==> config.mk <==
export PLATFORM = sky130hd
export DESIGN_NAME = axi_err_responder
export DESIGN_NICKNAME = d
export VERILOG_FILES = /design/src/rtl/axi_err_responder_pkg.sv /design/src/rtl/axi_err_responder.sv
export SDC_FILE = /design/constraint.sdc
export NUM_CORES = 1
export LEC_CHECK = 0
export BUFFER_PORTS_ARGS = -buffer_cell sky130_fd_sc_hd__buf_4
export CAP_MARGIN = 15
export CORE_AREA = 2 2 118 120
export CTS_CLUSTER_DIAMETER = 60
export DETAILED_ROUTE_END_ITERATION = 8
export DIE_AREA = 0 0 120 122
export PLACE_DENSITY_LB_ADDON = 0.08
export SLEW_MARGIN = 20
export SYNTH_ARGS = -nofsm -noshare
export SYNTH_HDL_FRONTEND = slang
export SYNTH_SLANG_ARGS = --single-unit
==> constraint.sdc <==
create_clock -name clk_i -period 2.31 [get_ports clk_i]
set_input_delay 0.462 -clock clk_i [delete_from_list [all_inputs] [get_ports clk_i]]
set_output_delay 0.462 -clock clk_i [all_outputs]
set_load 0.01 [all_outputs]
==> src/rtl/axi_err_responder_pkg.sv <==
// AXI4 channel and bundle types used as the default request/response types of the error responder.
package axi_err_responder_pkg;

    localparam int IdWidth   = 4;
    localparam int AddrWidth = 32;
    localparam int DataWidth = 64;
    localparam int UserWidth = 1;

    typedef logic [IdWidth-1:0]     id_t;
    typedef logic [AddrWidth-1:0]   addr_t;
    typedef logic [DataWidth-1:0]   data_t;
    typedef logic [DataWidth/8-1:0] strb_t;
    typedef logic [UserWidth-1:0]   user_t;

    typedef struct packed {
        id_t         id;
        addr_t       addr;
        logic [7:0]  len;
        logic [2:0]  size;
        logic [1:0]  burst;
        logic        lock;
        logic [3:0]  cache;
        logic [2:0]  prot;
        logic [3:0]  qos;
        logic [3:0]  region;
        logic [5:0]  atop;
        user_t       user;
    } aw_chan_t;

    typedef struct packed {
        data_t data;
        strb_t strb;
        logic  last;
        user_t user;
    } w_chan_t;

    typedef struct packed {
        id_t        id;
        logic [1:0] resp;
        user_t      user;
    } b_chan_t;

    typedef struct packed {
        id_t         id;
        addr_t       addr;
        logic [7:0]  len;
        logic [2:0]  size;
        logic [1:0]  burst;
        logic        lock;
        logic [3:0]  cache;
        logic [2:0]  prot;
        logic [3:0]  qos;
        logic [3:0]  region;
        user_t       user;
    } ar_chan_t;

    typedef struct packed {
        id_t        id;
        data_t      data;
        logic [1:0] resp;
        logic       last;
        user_t      user;
    } r_chan_t;

    typedef struct packed {
        aw_chan_t aw;
        logic     aw_valid;
        w_chan_t  w;
        logic     w_valid;
        logic     b_ready;
        ar_chan_t ar;
        logic     ar_valid;
        logic     r_ready;
    } axi_req_t;

    typedef struct packed {
        logic    aw_ready;
        logic    ar_ready;
        logic    w_ready;
        logic    b_valid;
        b_chan_t b;
        logic    r_valid;
        r_chan_t r;
    } axi_resp_t;

endpackage

==> src/rtl/axi_err_responder.sv <==
// Terminates every AXI4 transaction with a fixed error response; writes are discarded and reads
// return a constant data pattern. All outputs are decoded from registered state only.
//
// state  | meaning
// W_IDLE | waiting for AW, aw_ready high
// W_DATA | AW accepted, sinking W beats until last
// W_RESP | presenting B until b_ready
// R_IDLE | waiting for AR, ar_ready high
// R_DATA | streaming len+1 R beats
module axi_err_responder
    import axi_err_responder_pkg::*;
#(
    parameter logic [1:0]  Resp     = 2'b11,
    parameter logic [63:0] RespData = 64'hCA11_AB1E_BADC_AB1E,
    parameter type         req_t    = axi_req_t,
    parameter type         resp_t   = axi_resp_t
) (
    input  logic  clk_i,
    input  logic  rst_ni,
    input  req_t  slv_req_i,
    output resp_t slv_resp_o
);

    localparam int AwIdW  = $bits(slv_req_i.aw.id);
    localparam int ArIdW  = $bits(slv_req_i.ar.id);
    localparam int RDataW = $bits(slv_resp_o.r.data);

    typedef enum logic [1:0] {
        W_IDLE = 2'd0,
        W_DATA = 2'd1,
        W_RESP = 2'd2
    } w_state_e;

    typedef enum logic {
        R_IDLE = 1'b0,
        R_DATA = 1'b1
    } r_state_e;

    w_state_e         w_state_q, w_state_d;
    r_state_e         r_state_q, r_state_d;
    logic [AwIdW-1:0] aw_id_q;
    logic [ArIdW-1:0] ar_id_q;
    logic [7:0]       r_len_q;
    logic [7:0]       r_cnt_q;
    logic [7:0]       w_cnt_q;

    logic aw_hs, w_hs, ar_hs, r_hs, r_last;

    assign aw_hs  = (w_state_q == W_IDLE) && slv_req_i.aw_valid;
    assign w_hs   = (w_state_q == W_DATA) && slv_req_i.w_valid;
    assign ar_hs  = (r_state_q == R_IDLE) && slv_req_i.ar_valid;
    assign r_hs   = (r_state_q == R_DATA) && slv_req_i.r_ready;
    assign r_last = (r_cnt_q == r_len_q);

    always_comb begin
        w_state_d = w_state_q;
        case (w_state_q)
            W_IDLE:  if (slv_req_i.aw_valid) w_state_d = W_DATA;
            W_DATA:  if (slv_req_i.w_valid && slv_req_i.w.last) w_state_d = W_RESP;
            W_RESP:  if (slv_req_i.b_ready) w_state_d = W_IDLE;
            default: w_state_d = W_IDLE;
        endcase
    end

    always_comb begin
        r_state_d = r_state_q;
        case (r_state_q)
            R_IDLE:  if (slv_req_i.ar_valid) r_state_d = R_DATA;
            R_DATA:  if (slv_req_i.r_ready && r_last) r_state_d = R_IDLE;
            default: r_state_d = R_IDLE;
        endcase
    end

    always_ff @(posedge clk_i) begin
        if (!rst_ni) begin
            w_state_q <= W_IDLE;
            aw_id_q   <= '0;
            w_cnt_q   <= '0;
        end else begin
            w_state_q <= w_state_d;
            if (aw_hs) begin
                aw_id_q <= slv_req_i.aw.id;
                w_cnt_q <= '0;
            end else if (w_hs) begin
                w_cnt_q <= w_cnt_q + 8'd1;
            end
        end
    end

    // The beat counter never needs to wrap: the last beat (cnt == len, at most 255) returns to idle.
    always_ff @(posedge clk_i) begin
        if (!rst_ni) begin
            r_state_q <= R_IDLE;
            ar_id_q   <= '0;
            r_len_q   <= '0;
            r_cnt_q   <= '0;
        end else begin
            r_state_q <= r_state_d;
            if (ar_hs) begin
                ar_id_q <= slv_req_i.ar.id;
                r_len_q <= slv_req_i.ar.len;
                r_cnt_q <= '0;
            end else if (r_hs) begin
                r_cnt_q <= r_cnt_q + 8'd1;
            end
        end
    end

    always_comb begin
        slv_resp_o          = '0;
        slv_resp_o.aw_ready = (w_state_q == W_IDLE);
        slv_resp_o.w_ready  = (w_state_q == W_DATA);
        slv_resp_o.b_valid  = (w_state_q == W_RESP);
        slv_resp_o.b.id     = aw_id_q;
        slv_resp_o.b.resp   = Resp;
        slv_resp_o.ar_ready = (r_state_q == R_IDLE);
        slv_resp_o.r_valid  = (r_state_q == R_DATA);
        slv_resp_o.r.id     = ar_id_q;
        slv_resp_o.r.resp   = Resp;
        if (r_state_q == R_DATA) begin
            slv_resp_o.r.data = RDataW'(RespData);
            slv_resp_o.r.last = r_last;
        end
    end

    // Address, attribute and write-data fields are intentionally discarded.
    logic unused_inputs;
    assign unused_inputs = ^{slv_req_i, w_cnt_q};

endmodule

## Yosys cells after proc, flatten, opt, wreduce, memory -nomap -nowiden

Index checks and enable logic that the tools add are counted.

- Register bits: 27
- Input port bits: 219
- Output and inout port bits: 84
- Word-level logic and storage cells: 32

- Add/sub/neg operators: 1
- Equality and inequality tests: 6
- Muxes and demuxes: 9
- Bitwise operators: 2
- Reduce and logical (&&, ||, !) cells: 8

Operators by type and width:

| operator | count |
|---|---|
| 64-bit 2-to-1 mux | 1 |
| 8-bit by 1-bit adder with 8-bit output, second input constant | 1 |
| 8-bit == test | 1 |
| 2-bit 2-to-1 mux | 3 |
| 2-bit case mux with 3 select lines | 1 |
| 1-bit logical AND | 5 |
| 2-bit != test, second input constant | 2 |
| 1-bit 2-to-1 mux | 3 |
| 3-bit AND reduction | 1 |
| 2-bit by 1-bit == test with 1-bit output, second input constant | 1 |
| 2-bit == test, second input constant | 1 |
| 2-bit logical NOT | 1 |
| 2-bit by 1-bit != test with 1-bit output, second input constant | 1 |
| 1-bit NOT | 2 |
| 1-bit case mux with 2 select lines | 1 |
| 2-bit OR reduction | 1 |

## Longest topological paths before layout

Gate-level depths: netlist of run 1.

- Depth in word-level cells: 4
- Gate-level depth with buffers: 5
- Depth with buffers taken out: 4

## Worst setup path before layout of run 1

No wires, ideal clock.

- Kind: reg-to-reg
- Start point: reg r_state_q
- End point: reg r_cnt_q[6]
- Setup time: 0.071 ns
- Data arrival time: 1.873 ns
- Data required time: 2.239 ns
- Slack: 0.366 ns
- Cell stages (with the launch flop): 5
- Path buffers: 1
- Clock period less this slack: 1.944 ns
- Cells stage by stage: dfxtp_1 -> buf_4 -> nand3_4 -> or4_1 -> a21oi_1

- Longest elaborated chain between the ends: 3
- Elaborated cells on any way between the ends: 4

RTL lines:

| element | line | source |
|---|---|---|
| start, declared | axi_err_responder.sv:40 | `r_state_e r_state_q, r_state_d;` |
| start signal, assigned | axi_err_responder.sv:98 | `r_state_q <= r_state_d;` |
| 1-bit NOT | n/a |  |
| 1-bit logical AND | axi_err_responder.sv:51 | `assign ar_hs = (r_state_q == R_IDLE) && slv_req_i.ar_valid;` |
| 2-bit OR reduction (no line) | n/a |  |
| end signal, assigned | axi_err_responder.sv:104 | `r_cnt_q <= r_cnt_q + 8'd1;` |
| end, declared | axi_err_responder.sv:44 | `logic [7:0] r_cnt_q;` |

Parallel ways exist; a longest one is shown, timed or not.
A chain may end at the register's enable or synchronous reset.

==> results.md, run 1 <==
- Outcome: finished, final reports clean
- Vias: 1322
- Layout fillers: ~1500
- Max-slew headroom: 0.548
- Final-report hold violation count: 0
- CP Launch Type: register
- Final Critical Period: about 2.1 ns
- Multi-input gate area: between 700 and 800 um2
- Worst hold path type: primary input to register
- Largest stage delay, worst path: 0.41 ns
- Synth Area in Compound Gates: 0.103
- Hold Path End: r_len_q[7]
- # resized after CTS: 0
- Setup violations, final: 0
- R2R cell count: 3
- Syn Area/Cell: 8.31 um2
- Maxcap violations: 0
- Clock transition at path regs: ~0.07 ns
- Worst VDD drop: roughly 310 uV
- Top post-synthesis cells by area: buf_4, dfxtp_1, nand2_1, a21boi_0, xor2_1
- FF-to-FF setup slack: 0.59 ns
- Post-CTS Hold Buffers: 0
- CP Class: register to output pin
- Layout cells sized above 1: 0.339
- Worst Skew: about 0.0014 ns
- Post-synth EDFFs: 0
- Crit. End Element: output pin
- Nets: around 470
- Final instance area: 0.00219 mm2
- Data arrival, critical path: between 1.5 and 2 ns
- Core Area: 0.0135 mm2
- Post-route ant nets: 0
- Global route overflow: 0
- First-pass GRT wire length: around 6.7 mm
- Die height: ~120 um
- Simple-gate portion of the synthesized area: 0.176
- CTS sink cnt: 27
- Worst path cell trace: xor2_1, nor4_1, and4_1, buf_4
- Diodes inserted: 0
- YS warnings: 0
- Highest clock rate: around 470 MHz
- Number of global-route vias before repair: between 1000 and 1500
- Most common cell after layout, fill and taps aside: buf_4
- CTS tree: built
- Num CTS Buffers: 3
- Hold wc startpoint: slv_req_i[31]
- Post-CTS repair timing setup buffer count: 0
- Die Wd: approximately 120 um
- Drt first pass iters: 4
- Netlist cell types: 26
- Core Rows: 43
- CP Max Fanout: 6
- Cells after Synth: 210
- Routability cong.: around 0.6
- Die Area: around 0.015 mm2
- CTS root buf: clkbuf_16
- H-tree depth: 1
- Top FF cell, synth: dfxtp_1
- Total Routed Length: around 4.3 mm
- Worst r2r src: r_state_q
- Clk buf depth: 2
- Register area: 541 um2
- Final total power: 1.21 mW
- Mapped Area: 0.00174 mm2
- Starting DRT DRC Count: 26
- Most frequent cells in the layout: buf_4, conb_1, nand2_1
- Largest family of logic cells by synthesized area: buffers and inverters
- Area share of the largest cell type after synthesis: 0.310
- PnR worst setup slack: 0.191 ns
- I/O pin count: ~300
- Vias per cell: approximately 3
- Post-DP HPWL: between 3 and 4 mm
- Final period util: 0.917
- CP required: between 1.5 and 2 ns
- R2R Path End: r_cnt_q[6]
- Wire per inst: ~10 um
- Leak Pwr: slightly below 1 nW
- Area Growth Syn to Fin: 25.5%
- DRC Markers: 0
- Initial antenna violation count: 0
- #FFs+latches synth: 27
- Max stage delay cell, worst path: nor4_1
- Sequential share of the synthesized area: 0.310
- Max-slew violation count: 0
- Ys async rst share: 0
- Largest net degree at the start of global routing: 21
- Starting density of the core: 0.129
- Skew-Pair Late Insertion Delay: ~0.26 ns
- I/O Buffers: between 70 and 80
- Total negative slack: 0 ns
- Hold Path Depth: 3
- GRT Resource Usage Total: 0.0588
- Placed inst area: between 0.002 and 0.0025 mm2
- PD cells: 554 mW/mm2
- Tightest Pin Transition: just under 0.7 ns
- Most area-hungry cell type in the Yosys netlist: buf_4
- Post-synthesis adder-cell area fraction: 0.00717
- Mux cell area share after synthesis: 0.0230
- RSZ-0062 raised after global routing: no
- Post-synthesis xor/xnor area fraction: 0.0502
- Dpl ws: roughly 0.46 ns
==> per-layer routing <==
metal  up-vias  part of all wire  wire length (um)  global-route usage
met5         -                 0                 0                   0
met4         0            0.0044                19             0.00662
met3         2              0.13               574              0.0323
met2        92              0.39              1680              0.0845
met1       574              0.47              2030              0.0791
li1        654                 -                 -                   -
==> logic make-up after synthesis <==
logic type	count (synthesis)
multiplexers	4
AO/OA/AOI/OAI	27
buffers and inverters	79
flip-flops	27
AND/OR/NAND/NOR	60
XOR/XNOR	10
other	2
adder cells (fa/ha/maj)	1
==> report_power, final <==
| group | switching [mW] | internal (mW) | leakage (nW) | total [mW] |
|---|---|---|---|---|
| sequential | 0.0237 | 0.487 | 0.221 | 0.511 |
| combinational | 0.150 | 0.143 | 0.731 | 0.293 |
| clock | 0.175 | 0.234 | 0.0409 | 0.409 |
==> registers in the layout (all words and copies together) (netlist names) <==
signal and flops:
aw_id_q 4, r_state_q 1, ar_id_q 4, w_state_q 2, r_cnt_q 8, r_len_q 8
==> synth_stat cells, types with 2 or more instances <==
cell type	number
or4_1	3
or3_2	2
a21oi_1	6
conb_1	2
nand3_1	6
a21boi_0	13
nand2_1	30
inv_1	3
nor2b_1	7
mux2i_1	4
buf_2	2
o31ai_1	3
dfxtp_1	27
nor2_1	5
o21ai_0	4
clkbuf_1	2
xor2_1	10
nand2b_1	2
buf_4	72
==> worst max-delay path: cells and delay by family (launching register included) <==
kind,cells,cell delay [ns]
flops,1,0.37
simple gates,2,0.70
buf+inv,1,0.13
xor+xnor,1,0.18
==> metrics by stage <==
| stage | cells | utilization | hold slack (ns) |
|---|---|---|---|
| 3_3_place_gp | 424 | 0.156 | 0.454 |
| 3_5_place_dp | 424 | 0.156 | 0.466 |
| 5_1_grt | 428 | 0.162 | 0.444 |
| 6_report | 428 | 0.162 | 0.453 |
| 2_1_floorplan | 244 | - | 0.455 |
| 4_1_cts | 428 | 0.162 | 0.443 |
==> worst max path at each step <==
stage               start            end  slack [ns]  depth (start not counted)
2_1_floorplan   r_state_q     r_cnt_q[6]        0.37                          4
3_3_place_gp   r_cnt_q[4]  slv_resp_o[1]        0.45                          4
3_5_place_dp   r_cnt_q[4]  slv_resp_o[1]        0.46                          4
4_1_cts        r_cnt_q[4]  slv_resp_o[1]        0.15                          4
5_1_grt        r_cnt_q[4]  slv_resp_o[1]        0.02                          4
6_report       r_cnt_q[4]  slv_resp_o[1]        0.19                          4
==> final cells by class <==
type                    instances  share of cell area
clock buffers                   3              0.0343
clock inverters                 1             0.00229
well taps                     180               0.103
repair buffers                 76               0.261
multi-input cells             138               0.348
inverters                       3             0.00514
flip-flops and latches         27               0.247
No activity file was read; power rests on OpenSTA's default activity.
==> run 2: changes to the inputs <==
==> constraint.sdc (replaced) <==
create_clock -name clk_i -period 2.31 [get_ports clk_i]
set_input_delay 0 -clock clk_i [delete_from_list [all_inputs] [get_ports clk_i]]
set_output_delay 0 -clock clk_i [all_outputs]
set_load 0.01 [all_outputs]
==> run 2 against run 1 <==
The run now ends with negative hold slack left. Register-to-register slack better by 0.28 ns. Total power up 0.59%. Combinational power up 5%. Die area unchanged. Design area up 4.2%. Non-clock buffer count up 9.
==> results.md, run 2 (synthesis gave the netlist of run 1 again) <==
- R2R Path End: r_cnt_q[6]
- Most common cell after layout, fill and taps aside: buf_4
- Vias: 1347
- Worst VDD drop: approximately 280 uV
- DRC Markers: 0
- Vias per cell: about 3
- Core Area: between 0.01 and 0.015 mm2
- Layout fillers: between 1500 and 2000
- Die height: ~120 um
- Area Growth Syn to Fin: 30.8%
- FF-to-FF setup slack: between 0.8 and 0.9 ns
- Num CTS Buffers: 3
- Multi-input gate area: ~760 um2
- Clock transition at path regs: around 0.07 ns
- PD cells: 535 mW/mm2
- Core Rows: 43
- CP Launch Type: register
- Worst Skew: slightly below 0.002 ns
- Final-report hold violation count: 1
- H-tree depth: 1
- Drt first pass iters: 3
- Post-CTS repair timing setup buffer count: 0
- Final total power: 1.22 mW
- Starting DRT DRC Count: 24
- R2R cell count: 3
- Routability cong.: roughly 0.62
- Nets: 478
- Total negative slack: 0 ns
- Clk buf depth: 2
- Final period util: 0.703
- First-pass GRT wire length: 6.73 mm
- Max-slew violation count: 0
- CTS root buf: clkbuf_16
- Skew-Pair Late Insertion Delay: between 0.2 and 0.3 ns
- CP required: ~2.3 ns
- Setup violations, final: 0
- Post-route ant nets: 0
- Critical path origin: r_cnt_q[4]
- RSZ-0062 raised after global routing: no
- Highest clock rate: ~620 MHz
- Placed inst area: around 0.0021 mm2
- CP Class: register to output pin
- CTS tree: built
- CP Max Fanout: 6
- Wire per inst: a little under 10 um
- Post-CTS Hold Buffers: 10
- Final Critical Period: between 1.5 and 2 ns
- Die Wd: around 120 um
- Register area: 541 um2
- Post-DP HPWL: 3.23 mm
- Worst r2r src: r_state_q
- CTS sink cnt: 27
- Final instance area: 0.00228 mm2
- # resized after CTS: 0
- Layout cells sized above 1: 0.319
- GRT Resource Usage Total: 0.0585
- Diodes inserted: 0
- Number of global-route vias before repair: between 1000 and 1500
- Violated checks: negative hold slack
- Data arrival, critical path: 1.62 ns
- I/O pin count: between 300 and 400
- Total Routed Length: roughly 4.2 mm
- Worst hold margin: -0.000377 ns
- Initial antenna violation count: 0
- Starting density of the core: 0.129
- Largest net degree at the start of global routing: 29
- PnR worst setup slack: between 0.6 and 0.7 ns
- Global route overflow: 0
- Top Registers: r_cnt_q x8, r_len_q x8
- Outcome: complete, but fails checks
- Most frequent cells in the layout: buf_4, conb_1, nand2_1
- Crit. End Element: output pin
- Worst hold path type: primary input to register
- Dpl ws: 0.866 ns
- Worst setup path endpoint: slv_resp_o[1]
- Maxcap violations: 0
- Die Area: about 0.015 mm2
- Leak Pwr: ~1.0 nW
- I/O Buffers: 71
[run 2: changes by cell type in the layout (fill, tap and decap cells not counted), sizes merged]
cell	previous run	this run
clkinv	1	0
clkbuf	3	4
dlygate4sd3	0	10
buf	76	75
[run 2: worst min-delay path by stage]
stage                    from            to  depth (start not counted)
2_1_floorplan   slv_req_i[64]    ar_id_q[0]                          2
3_3_place_gp   slv_req_i[213]    aw_id_q[0]                          3
3_5_place_dp   slv_req_i[213]    aw_id_q[0]                          3
4_1_cts         slv_req_i[68]  w_state_q[1]                          3
5_1_grt         slv_req_i[25]    r_len_q[1]                          3
6_report        slv_req_i[27]    r_len_q[3]                          3
[run 2: final cells by class]
class                           instances  area share
Clock buffer                            4      0.0346
Multi-Input combinational cell        138       0.334
Sequential cell                        27       0.237
Timing Repair Buffer                   85       0.291
Tap cell                              180      0.0987
Inverter                                3     0.00494
[run 2: power by group]
part	switching (mW)	leakage (nW)	internal, mW
registers	0.0194	0.221	0.487
logic	0.156	0.768	0.151
clock network	0.170	0.0382	0.237
[run 2: worst max-delay path, stage by stage, from the launching register on]
cell and delay (ns):
dfxtp_1 0.37, xor2_1 0.18, nor4_1 0.41, and4_1 0.28
buf_4 0.13
[run 2: stage by stage]
| step | util | hold slack (ns) | instances |
|---|---|---|---|
| after floorplan | - | 0.145 | 244 |
| after global placement | 0.156 | 0.263 | 423 |
| after CTS | 0.169 | 0.00130 | 437 |
| after global routing | 0.169 | 0.0215 | 437 |
| final | 0.169 | -0.000377 | 437 |
| after detailed placement | 0.156 | 0.273 | 423 |
[run 2: layer usage]
metal / part of all wire / global-route usage / vias to the layer above
met5: 0 / 0 / -
met4: 0.0040 / 0.00662 / 0
met3: 0.14 / 0.0309 / 2
met2: 0.40 / 0.0920 / 88
met1: 0.46 / 0.0731 / 584
li1: - / - / 673
==> run 3: changes to the inputs <==
Settings changed: CORE_AREA 2 2 118 120 to 2 2 119 121, DIE_AREA 0 0 120 122 to 0 0 121 123.
Clock period 2.31 ns to 1.3 ns, I/O delays scaled along.
==> run 3 against run 2 <==
The run ends with negative setup slack left. Clock skew increased by 0.00065 ns. Combinational power increased by 95%. Total power increased by 83%. Sequential share of layout area decreased by 1.8 points. Via count increased by 8.2%. Wire length increased by 7.1%. First-iteration DRC count increased by 25%. Register-to-register slack got worse by 0.90 ns. Hold slack improved by 0.0027 ns. Sequential power increased by 77%. Non-clock buffer count increased by 23. Critical path type unchanged. Critical endpoint unchanged.
==> results.md, run 3 (synthesis gave the netlist of run 1 again) <==
- Outcome: complete, but fails checks
- Violated checks: negative setup slack
- Top Registers: r_cnt_q x8, r_len_q x8
- Nets: ~500
- Maxcap violations: 0
- Drt first pass iters: 3
- Area Growth Syn to Fin: 46.6%
- Most frequent cells in the layout: buf_4, conb_1, nand2_1
- PnR worst setup slack: -0.224 ns
- CTS tree: built
- Most common cell after layout, fill and taps aside: buf_4
- Worst r2r src: r_cnt_q[4]
- Starting density of the core: 0.128
- Diodes inserted: 0
- Worst Skew: about 0.0026 ns
- Final period util: 1.17
- Worst hold path type: primary input to register
- Final-report hold violation count: 0
- Final total power: approximately 2.2 mW
- PD cells: a little under 900 mW/mm2
- CP Max Fanout: 2
- FF-to-FF setup slack: -0.03 ns
- R2R Path End: r_cnt_q[6]
- Worst setup path endpoint: slv_resp_o[1]
- Clk buf depth: 2
- I/O Buffers: about 70
- Post-DP HPWL: 3.33 mm
- Clock transition at path regs: ~0.070 ns
- I/O pin count: 303
- CP Class: register to output pin
- Routability cong.: 0.629
- Max-slew violation count: 0
- Final Critical Period: 1.52 ns
- CP Launch Type: register
- First-pass GRT wire length: between 6 and 7 mm
- Global route overflow: 0
- Leak Pwr: 1.15 nW
- Final instance area: ~0.0026 mm2
- Die Area: 0.0149 mm2
- Total Routed Length: approximately 4.5 mm
- Number of global-route vias before repair: 1291
- Vias: between 1000 and 1500
- Die height: ~120 um
- CTS root buf: clkbuf_16
- GRT Resource Usage Total: 0.0569
- Placed inst area: about 0.0022 mm2
- Die Wd: 121 um
- Critical path origin: r_len_q[4]
- Layout cells sized above 1: 0.431
- DRC Markers: 0
- Starting DRT DRC Count: 30
- CTS sink cnt: 27
- Num CTS Buffers: 3
- Largest net degree at the start of global routing: 26
- Skew-Pair Late Insertion Delay: 0.26 ns
- Highest clock rate: around 660 MHz
- H-tree depth: 1
- RSZ-0062 raised after global routing: yes
- Core Rows: 43
- Crit. End Element: output pin
- Setup violations, final: 3
- R2R cell count: 5
- Post-route ant nets: 0
- Vias per cell: ~3.2
- Worst hold margin: 0.00229 ns
- Wire per inst: slightly below 10 um
- CP required: 1.30 ns
- Core Area: between 0.01 and 0.015 mm2
- Data arrival, critical path: roughly 1.5 ns
- Worst VDD drop: between 500 and 600 uV
- Initial antenna violation count: 0
-- run 3: repair_timing --
item,CTS,global route
cloned,0,1
endpoints found under the setup margin,2,6
setup buffers,2,6
hold buffers,15,0
pin swaps,3,4
gates resized for setup,8,18
hold endpoints to repair,15,0
-- run 3: through the flow --
stage	setup TNS, ns	util	setup slack [ns]	cells
6_report	-0.267	0.188	-0.224	461
5_1_grt	-0.448	0.188	-0.293	461
2_1_floorplan	-0.444	-	-0.110	244
4_1_cts	-0.283	0.179	-0.283	454
3_5_place_dp	-0.104	0.160	-0.0720	433
3_3_place_gp	-0.159	0.160	-0.125	433
-- run 3: power by group --
group	internal, mW	total [mW]	switching (mW)	leakage, nW
logic	0.309	0.598	0.288	0.888
clock network	0.421	0.745	0.323	0.0382
registers	0.861	0.895	0.0340	0.226
total	1.59	2.24	0.646	1.15
-- run 3: how the worst min path moves through the flow --
stage | start | to | depth (start not counted)
floorplan | slv_req_i[64] | ar_id_q[0] | 2
global placement | slv_req_i[215] | aw_id_q[2] | 3
detailed placement | slv_req_i[215] | aw_id_q[2] | 3
CTS | slv_req_i[26] | r_len_q[2] | 3
global route | slv_req_i[26] | r_len_q[2] | 3
finish | slv_req_i[29] | r_len_q[5] | 3
-- run 3: metal layers --
layer | part of all wire | up-vias | GRT usage
met5 | 0 | - | 0
met4 | 0.0018 | 0 | 0.00654
met3 | 0.11 | 2 | 0.0254
met2 | 0.43 | 87 | 0.0938
met1 | 0.45 | 649 | 0.0705
li1 | - | 720 | -
-- run 3: area by class of cell --
| cell class | instances | area, um2 |
|---|---|---|
| Timing Repair Buffer | 108 | 860 |
| Clock buffer | 4 | 78.8 |
| Tap cell | 180 | 225 |
| Inverter | 3 | 11.3 |
| Fill cell | 1533 | 11100 |
| Multi-Input combinational cell | 139 | 822 |
| Sequential cell | 27 | 561 |
-- run 3: critical path, stage by stage, from the launching register on --
cell and delay, ns:
dfxtp_2 0.33, xor2_1 0.15, nor4_1 0.30, buf_4 0.17
and4_4 0.21, buf_6 0.10
